`src/rtl/muldiv_sequencer.sv`:
```
// Iterative HI/LO multiply/divide unit: shift-add multiply, restoring divide,
// plus MTHI/MTLO writes and a stall request for HI/LO consumers while busy.
module muldiv_sequencer #(
    parameter int WIDTH = 32,
    parameter int CNT_W = 6
) (
    input  logic             clk,
    input  logic             rst_n,
    input  logic             req_valid,
    input  logic [5:0]       funct,
    input  logic [WIDTH-1:0] rs_val,
    input  logic [WIDTH-1:0] rt_val,
    output logic             busy,
    output logic             done,
    output logic             stall,
    output logic [WIDTH-1:0] hilo_rd,
    output logic [WIDTH-1:0] hi,
    output logic [WIDTH-1:0] lo
);
    localparam logic [5:0] F_MFHI  = 6'b010000;
    localparam logic [5:0] F_MTHI  = 6'b010001;
    localparam logic [5:0] F_MTLO  = 6'b010011;
    localparam logic [5:0] F_MULT  = 6'b011000;
    localparam logic [5:0] F_MULTU = 6'b011001;
    localparam logic [5:0] F_DIV   = 6'b011010;
    localparam logic [5:0] F_DIVU  = 6'b011011;

    typedef enum logic [1:0] {IDLE, RUN, FIN} state_t;

    state_t             state_q, state_d;
    logic [CNT_W-1:0]   cnt_q, cnt_d;
    logic [2*WIDTH-1:0] acc_q, acc_d;
    logic [WIDTH-1:0]   opnd_q, opnd_d;
    logic [WIDTH-1:0]   rs_raw_q, rs_raw_d;
    logic               is_div_q, is_div_d;
    logic               neg_q, neg_d;
    logic               neg_rem_q, neg_rem_d;
    logic [WIDTH-1:0]   hi_q, hi_d;
    logic [WIDTH-1:0]   lo_q, lo_d;
    logic               done_q, done_d;

    logic               is_mul, is_dv, signed_op, is_grp;
    logic               rs_neg, rt_neg;
    logic [WIDTH-1:0]   rs_mag, rt_mag;
    logic [WIDTH:0]     mul_sum, div_trial;
    logic [2*WIDTH-1:0] prod_fix;
    logic [WIDTH-1:0]   quo, rem;

    // Funct groups: mul/div ops are 0110xx, move ops are 0100xx.
    assign is_mul    = (funct == F_MULT) || (funct == F_MULTU);
    assign is_dv     = (funct == F_DIV)  || (funct == F_DIVU);
    assign is_grp    = (funct[5:4] == 2'b01) && !funct[2];
    assign signed_op = !funct[0];
    assign rs_neg    = signed_op && rs_val[WIDTH-1];
    assign rt_neg    = signed_op && rt_val[WIDTH-1];
    assign rs_mag    = rs_neg ? ('0 - rs_val) : rs_val;
    assign rt_mag    = rt_neg ? ('0 - rt_val) : rt_val;

    // Multiply keeps {partial, multiplier}; divide keeps {remainder, dividend/quotient}.
    assign mul_sum   = {1'b0, acc_q[2*WIDTH-1:WIDTH]} + {1'b0, (acc_q[0] ? opnd_q : '0)};
    assign div_trial = {acc_q[2*WIDTH-1:WIDTH], acc_q[WIDTH-1]} - {1'b0, opnd_q};
    assign prod_fix  = neg_q ? ('0 - acc_q) : acc_q;
    assign quo       = acc_q[WIDTH-1:0];
    assign rem       = acc_q[2*WIDTH-1:WIDTH];

    always_comb begin
        state_d   = state_q;
        cnt_d     = cnt_q;
        acc_d     = acc_q;
        opnd_d    = opnd_q;
        rs_raw_d  = rs_raw_q;
        is_div_d  = is_div_q;
        neg_d     = neg_q;
        neg_rem_d = neg_rem_q;
        hi_d      = hi_q;
        lo_d      = lo_q;
        done_d    = 1'b0;
        case (state_q)
            IDLE: begin
                if (req_valid && (is_mul || is_dv)) begin
                    state_d   = RUN;
                    cnt_d     = '0;
                    is_div_d  = is_dv;
                    rs_raw_d  = rs_val;
                    neg_d     = rs_neg ^ rt_neg;
                    neg_rem_d = rs_neg;
                    if (is_dv) begin
                        acc_d  = {{WIDTH{1'b0}}, rs_mag};
                        opnd_d = rt_mag;
                    end else begin
                        acc_d  = {{WIDTH{1'b0}}, rt_mag};
                        opnd_d = rs_mag;
                    end
                end else if (req_valid && funct == F_MTHI) begin
                    hi_d = rs_val;
                end else if (req_valid && funct == F_MTLO) begin
                    lo_d = rs_val;
                end
            end
            RUN: begin
                if (is_div_q) begin
                    if (!div_trial[WIDTH])
                        acc_d = {div_trial[WIDTH-1:0], acc_q[WIDTH-2:0], 1'b1};
                    else
                        acc_d = {acc_q[2*WIDTH-2:0], 1'b0};
                end else begin
                    acc_d = {mul_sum, acc_q[WIDTH-1:1]};
                end
                cnt_d = cnt_q + CNT_W'(1);
                if (cnt_q == CNT_W'(WIDTH-1))
                    state_d = FIN;
            end
            FIN: begin
                state_d = IDLE;
                done_d  = 1'b1;
                if (!is_div_q) begin
                    hi_d = prod_fix[2*WIDTH-1:WIDTH];
                    lo_d = prod_fix[WIDTH-1:0];
                end else if (opnd_q == '0) begin
                    // Divide by zero: raw dividend in HI, no sign correction.
                    hi_d = rs_raw_q;
                    lo_d = '1;
                end else begin
                    hi_d = neg_rem_q ? ('0 - rem) : rem;
                    lo_d = neg_q ? ('0 - quo) : quo;
                end
            end
            default: state_d = IDLE;
        endcase
    end

    always_ff @(posedge clk or negedge rst_n) begin
        if (!rst_n) begin
            state_q   <= IDLE;
            cnt_q     <= '0;
            acc_q     <= '0;
            opnd_q    <= '0;
            rs_raw_q  <= '0;
            is_div_q  <= 1'b0;
            neg_q     <= 1'b0;
            neg_rem_q <= 1'b0;
            hi_q      <= '0;
            lo_q      <= '0;
            done_q    <= 1'b0;
        end else begin
            state_q   <= state_d;
            cnt_q     <= cnt_d;
            acc_q     <= acc_d;
            opnd_q    <= opnd_d;
            rs_raw_q  <= rs_raw_d;
            is_div_q  <= is_div_d;
            neg_q     <= neg_d;
            neg_rem_q <= neg_rem_d;
            hi_q      <= hi_d;
            lo_q      <= lo_d;
            done_q    <= done_d;
        end
    end

    assign busy    = (state_q != IDLE);
    assign done    = done_q;
    assign stall   = req_valid && busy && is_grp;
    assign hilo_rd = (funct == F_MFHI) ? hi_q : lo_q;
    assign hi      = hi_q;
    assign lo      = lo_q;
endmodule

```
`config.mk`:
```
export PLATFORM = sky130hd
export DESIGN_NAME = muldiv_sequencer
export DESIGN_NICKNAME = d
export VERILOG_FILES = /design/src/rtl/muldiv_sequencer.sv
export SDC_FILE = /design/constraint.sdc
export NUM_CORES = 1
export LEC_CHECK = 0
export CORE_MARGIN = 10
export CORE_UTILIZATION = 54
export DETAILED_ROUTE_END_ITERATION = 8
export PLACE_DENSITY_LB_ADDON = 0.25
export SYNTH_ARGS = -nofsm -noshare
export SYNTH_HDL_FRONTEND = slang
export SYNTH_SLANG_ARGS = --single-unit
```
`constraint.sdc`:
```
create_clock -name clk -period 3.57 [get_ports clk]
set_clock_uncertainty 0.2 [all_clocks]
set_input_delay 0.5355 -clock clk [delete_from_list [all_inputs] [get_ports clk]]
set_output_delay 0.5355 -clock clk [all_outputs]
set_load 0.01 [all_outputs]
```
==> summary.txt <==
Global route
  – Antenna violations before repair: 1
  – GRT overflow: 0
  – Vias in the first global route: ~20000
  – Global routing usage summed across all routing layers: 0.366
  – Pin count of the biggest net entering global routing: 94
  – Wire length of the first global-routing pass: 118000 microns

Synth
  – Yosys reg bits: approximately 200
  – Top flip-flop cell by instance count after synthesis: sky130_fd_sc_hd__dfrtp_1
  – Mapped Area: approximately 18000 sq um
  – Cells after Synth: around 2300
  – Most numerous cell types in the synthesized netlist: sky130_fd_sc_hd__nand2_1, sky130_fd_sc_hd__o21ai_0, sky130_fd_sc_hd__dfrtp_1, sky130_fd_sc_hd__nor2_1, sky130_fd_sc_hd__clkbuf_1
  – Fraction of registers with async set/reset: 1.00
  – Synth area leaders: sky130_fd_sc_hd__dfrtp_1, sky130_fd_sc_hd__o21ai_0, sky130_fd_sc_hd__nand2_1
  – Post-synthesis cell type with the largest combined area: sky130_fd_sc_hd__dfrtp_1
  – Number of flops mapped to enable cells by yosys: 0
  – Count of synthesis-stage warnings from yosys: 0
  – Most frequent cell after synthesis: sky130_fd_sc_hd__nand2_1
  – Net count after synthesis: roughly 2500
  – Synth Area per Inst: about 7.7 sq um
  – Sequential cell area fraction in the yosys report: 0.285
  – Distinct cell type count of the synthesized netlist: between 70 and 80
  – Share of Yosys cell area claimed by the top area cell type: 0.285

Setup path
  – Worst r2r src: acc_q[13]
  – Crit Path Class: reg -> reg
  – Worst endpoint data arrival time: approximately 3.7 ns
  – Worst reg-to-reg setup slack: 0.06 ns
  – Worst reg2reg path depth: 8
  – Crit-path max FO: 8
  – Crit. End Element: flop
  – R2r endpoint: hi[27]
  – Required time worst endpoint: approximately 3.8 ns
  – Setup crit start kind: flop

Clocking
  – Clock insertion delay at the later pin of the skew report: roughly 0.54 ns
  – Clock slew seen by the registers of the worst setup and hold paths: 0.06 ns
  – Clock tree from TritonCTS: done
  – Clock sink count: 204
  – Post-CTS setup buffers: 0
  – CTS HTree Levels: 1
  – Buffer levels on the longest clock path: 3
  – Total clock buffers created by CTS: 24
  – CTS Root Buffer Type: sky130_fd_sc_hd__clkbuf_16

Hold path
  – Origin of the worst min-delay path: rs_raw_q[19]
  – Endpoint, Worst Hold: rs_raw_q[19]
  – Path class of the lowest-slack min-delay path: reg -> reg
  – Number of stages on the worst hold path: 2

Die
  – DIE AREA: ~40000 sq um
  – Ports: approximately 170
  – Number of standard-cell rows in the floorplan: 66
  – Horizontal die dimension: 202 microns
  – Die Span Y: 202 microns
  – Core Region: around 33000 sq um
  – Initial core utilization: 0.548

Detailed routing
  – Detailed router's first-iteration violation count: approximately 2600
  – Detailed-router iteration count before antenna repair: 6
  – Routed length per instance: 25.7 microns
  – Total via count in the routed design: a little over 20000
  – Final antenna-violating net count: 0
  – Total wirelength of the detailed-routed design: 78500 microns
  – Vias per cell: approximately 6.7
  – Remaining DRCs: 0

Placed design
  – Port bufs: ~170
  – Placed cell count: 3013
  – Pre-CTS setup slack: approximately 0.022 ns
  – Placer congestion estimate: 1.06
  – DP HPWL: between 60000 and 70000 microns
  – Placed standard-cell area: ~22000 sq um

STA
  – Ratio of final minimum period to clock period: 0.982
  – Tightest slew margin relative to the limit: 0.125
  – Max Clock Freq: between 0.2 and 0.3 GHz
  – Number of max-slew violations in the final report: 0
  – Count of endpoints failing setup in the final report: 0
  – Minimum setup slack in the final design: between 0.06 and 0.07 ns
  – Worst-case hold slack: ~0.28 ns
  – Slew at the pin with the worst max-slew slack: between 1 and 1.5 ns
  – Minimum clock period: 3.51 ns
  – Final Hold Vio Count: 0

Final layout
  – Final standard cell utilization of the core: 0.688
  – Fillers: about 2700
  – Share of layout cells above drive strength 1: 0.144
  – Area growth from synthesis to final layout: 25.4%
  – Final design area excluding fillers: about 22000 sq um
  – Non-filler cells in the finished layout: between 3000 and 4000
  – Antenna Diode Count: 0
  – Total number of nets in the final design: between 2000 and 3000

Run status
  – Status: finished clean

Power
  – Worst IR Drop VDD: 0.641 mV
  – Leakage dissipation: between 9 and 10 nW
  – PwrDens: around 710 nW/um^2

Flow run
  – Max-cap violations: 0
[timing repair]
item | CTS | global route
resized for setup | 1 | 12
hold endpoints to repair | 89 | 0
hold buffers | 1 | 0
setup endpoints to repair | 1 | 18
gates cloned | 0 | 0
[per-stage QoR]
stage	TNS [ns]	total power [mW]
floorplan	0	8.88
global placement	0	12.8
detailed placement	0	13.0
CTS	0	15.6
global route	-0.0126	16.7
finish	0	16.0
[area by class of cell]
type	instances	area, sq um	share of cell area
well taps	442	553	0.0246
repair buffers	427	3770	0.168
inverters	64	240	0.0107
clock inverters	13	170	0.00758
multi-input cells	1877	11900	0.532
flip-flops and latches	204	5110	0.228
clock buffers	30	663	0.0296
[power by group]
part	switching (mW)	internal [mW]
Combinational	5.79	4.14
Clock	1.08	1.54
Sequential	0.629	2.81
Total	7.49	8.50
[critical path, stage by stage (launching register included)]
cell and delay [ns]:
sky130_fd_sc_hd__dfrtp_1 0.44, sky130_fd_sc_hd__or4_4 0.60, sky130_fd_sc_hd__or3_1 0.46, sky130_fd_sc_hd__or3_4 0.48, sky130_fd_sc_hd__or3_4 0.39, sky130_fd_sc_hd__o31ai_2 0.28, sky130_fd_sc_hd__xnor2_1 0.15, sky130_fd_sc_hd__a21oi_1 0.11
sky130_fd_sc_hd__o31ai_1 0.26
[metal layers]
layer  GRT usage  up-vias  wire (microns)
li1            -     8993               -
met1       0.476     9761           30600
met2       0.555     1449           33800
met3       0.111      266           10200
met4       0.153        2            3830
met5           0        -               9
[placed cells by master, fill, tap and decap left out, types with 12 or more instances in the layout]
master,n
sky130_fd_sc_hd__dfrtp_1,202
sky130_fd_sc_hd__o22ai_1,28
sky130_fd_sc_hd__mux2_2,34
sky130_fd_sc_hd__clkbuf_16,24
sky130_fd_sc_hd__nand2b_1,18
sky130_fd_sc_hd__o21ai_1,19
sky130_fd_sc_hd__a221oi_1,12
sky130_fd_sc_hd__o31ai_1,31
sky130_fd_sc_hd__mux2i_1,53
sky130_fd_sc_hd__a221o_1,13
sky130_fd_sc_hd__and3_1,17
sky130_fd_sc_hd__a21o_1,30
sky130_fd_sc_hd__nand4_1,19
sky130_fd_sc_hd__a211oi_1,47
sky130_fd_sc_hd__buf_4,244
sky130_fd_sc_hd__inv_1,62
sky130_fd_sc_hd__nor3_1,65
sky130_fd_sc_hd__and2_1,16
sky130_fd_sc_hd__o211ai_1,36
sky130_fd_sc_hd__ha_1,68
sky130_fd_sc_hd__nor4_1,27
sky130_fd_sc_hd__or4_1,18
sky130_fd_sc_hd__xor2_1,63
sky130_fd_sc_hd__nor2_1,175
sky130_fd_sc_hd__nand2_1,300
sky130_fd_sc_hd__xnor2_1,128
sky130_fd_sc_hd__a31oi_1,22
sky130_fd_sc_hd__clkdlybuf4s50_1,169
sky130_fd_sc_hd__or3_1,31
sky130_fd_sc_hd__o21ai_0,230
sky130_fd_sc_hd__nand3_1,38
sky130_fd_sc_hd__nor2b_1,12
sky130_fd_sc_hd__o41ai_1,13
sky130_fd_sc_hd__a22oi_1,21
sky130_fd_sc_hd__a21oi_1,163
[registers in the layout, indices dropped and copies added (netlist names)]
register	flops
acc_q	64
lo	32
opnd_q	32
hi	32
cnt_q	6
done	1
state_q	2
is_div_q	1
neg_q	1
neg_rem_q	1
rs_raw_q	32
[cell families after synthesis]
kind of cell             share of synthesized area
AO/OA/AOI/OAI                                0.262
XOR/XNOR                                    0.0935
adder cells (fa/ha/maj)                     0.0505
buffers and inverters                       0.0529
flip-flops                                   0.285
multiplexers                                0.0511
AND/OR/NAND/NOR                              0.205
[how the worst max path moves through the flow]
| stage | from | end | depth (start not counted) |
|---|---|---|---|
| 2_1_floorplan | acc_q[0] | hi[26] | 13 |
| 3_3_place_gp | acc_q[0] | hi[30] | 10 |
| 5_1_grt | acc_q[34] | hi[31] | 9 |
| 3_5_place_dp | acc_q[0] | hi[20] | 9 |
| 4_1_cts | acc_q[34] | hi[31] | 9 |
| 6_report | acc_q[13] | hi[27] | 8 |
No activity file was read; power rests on OpenSTA's default activity.
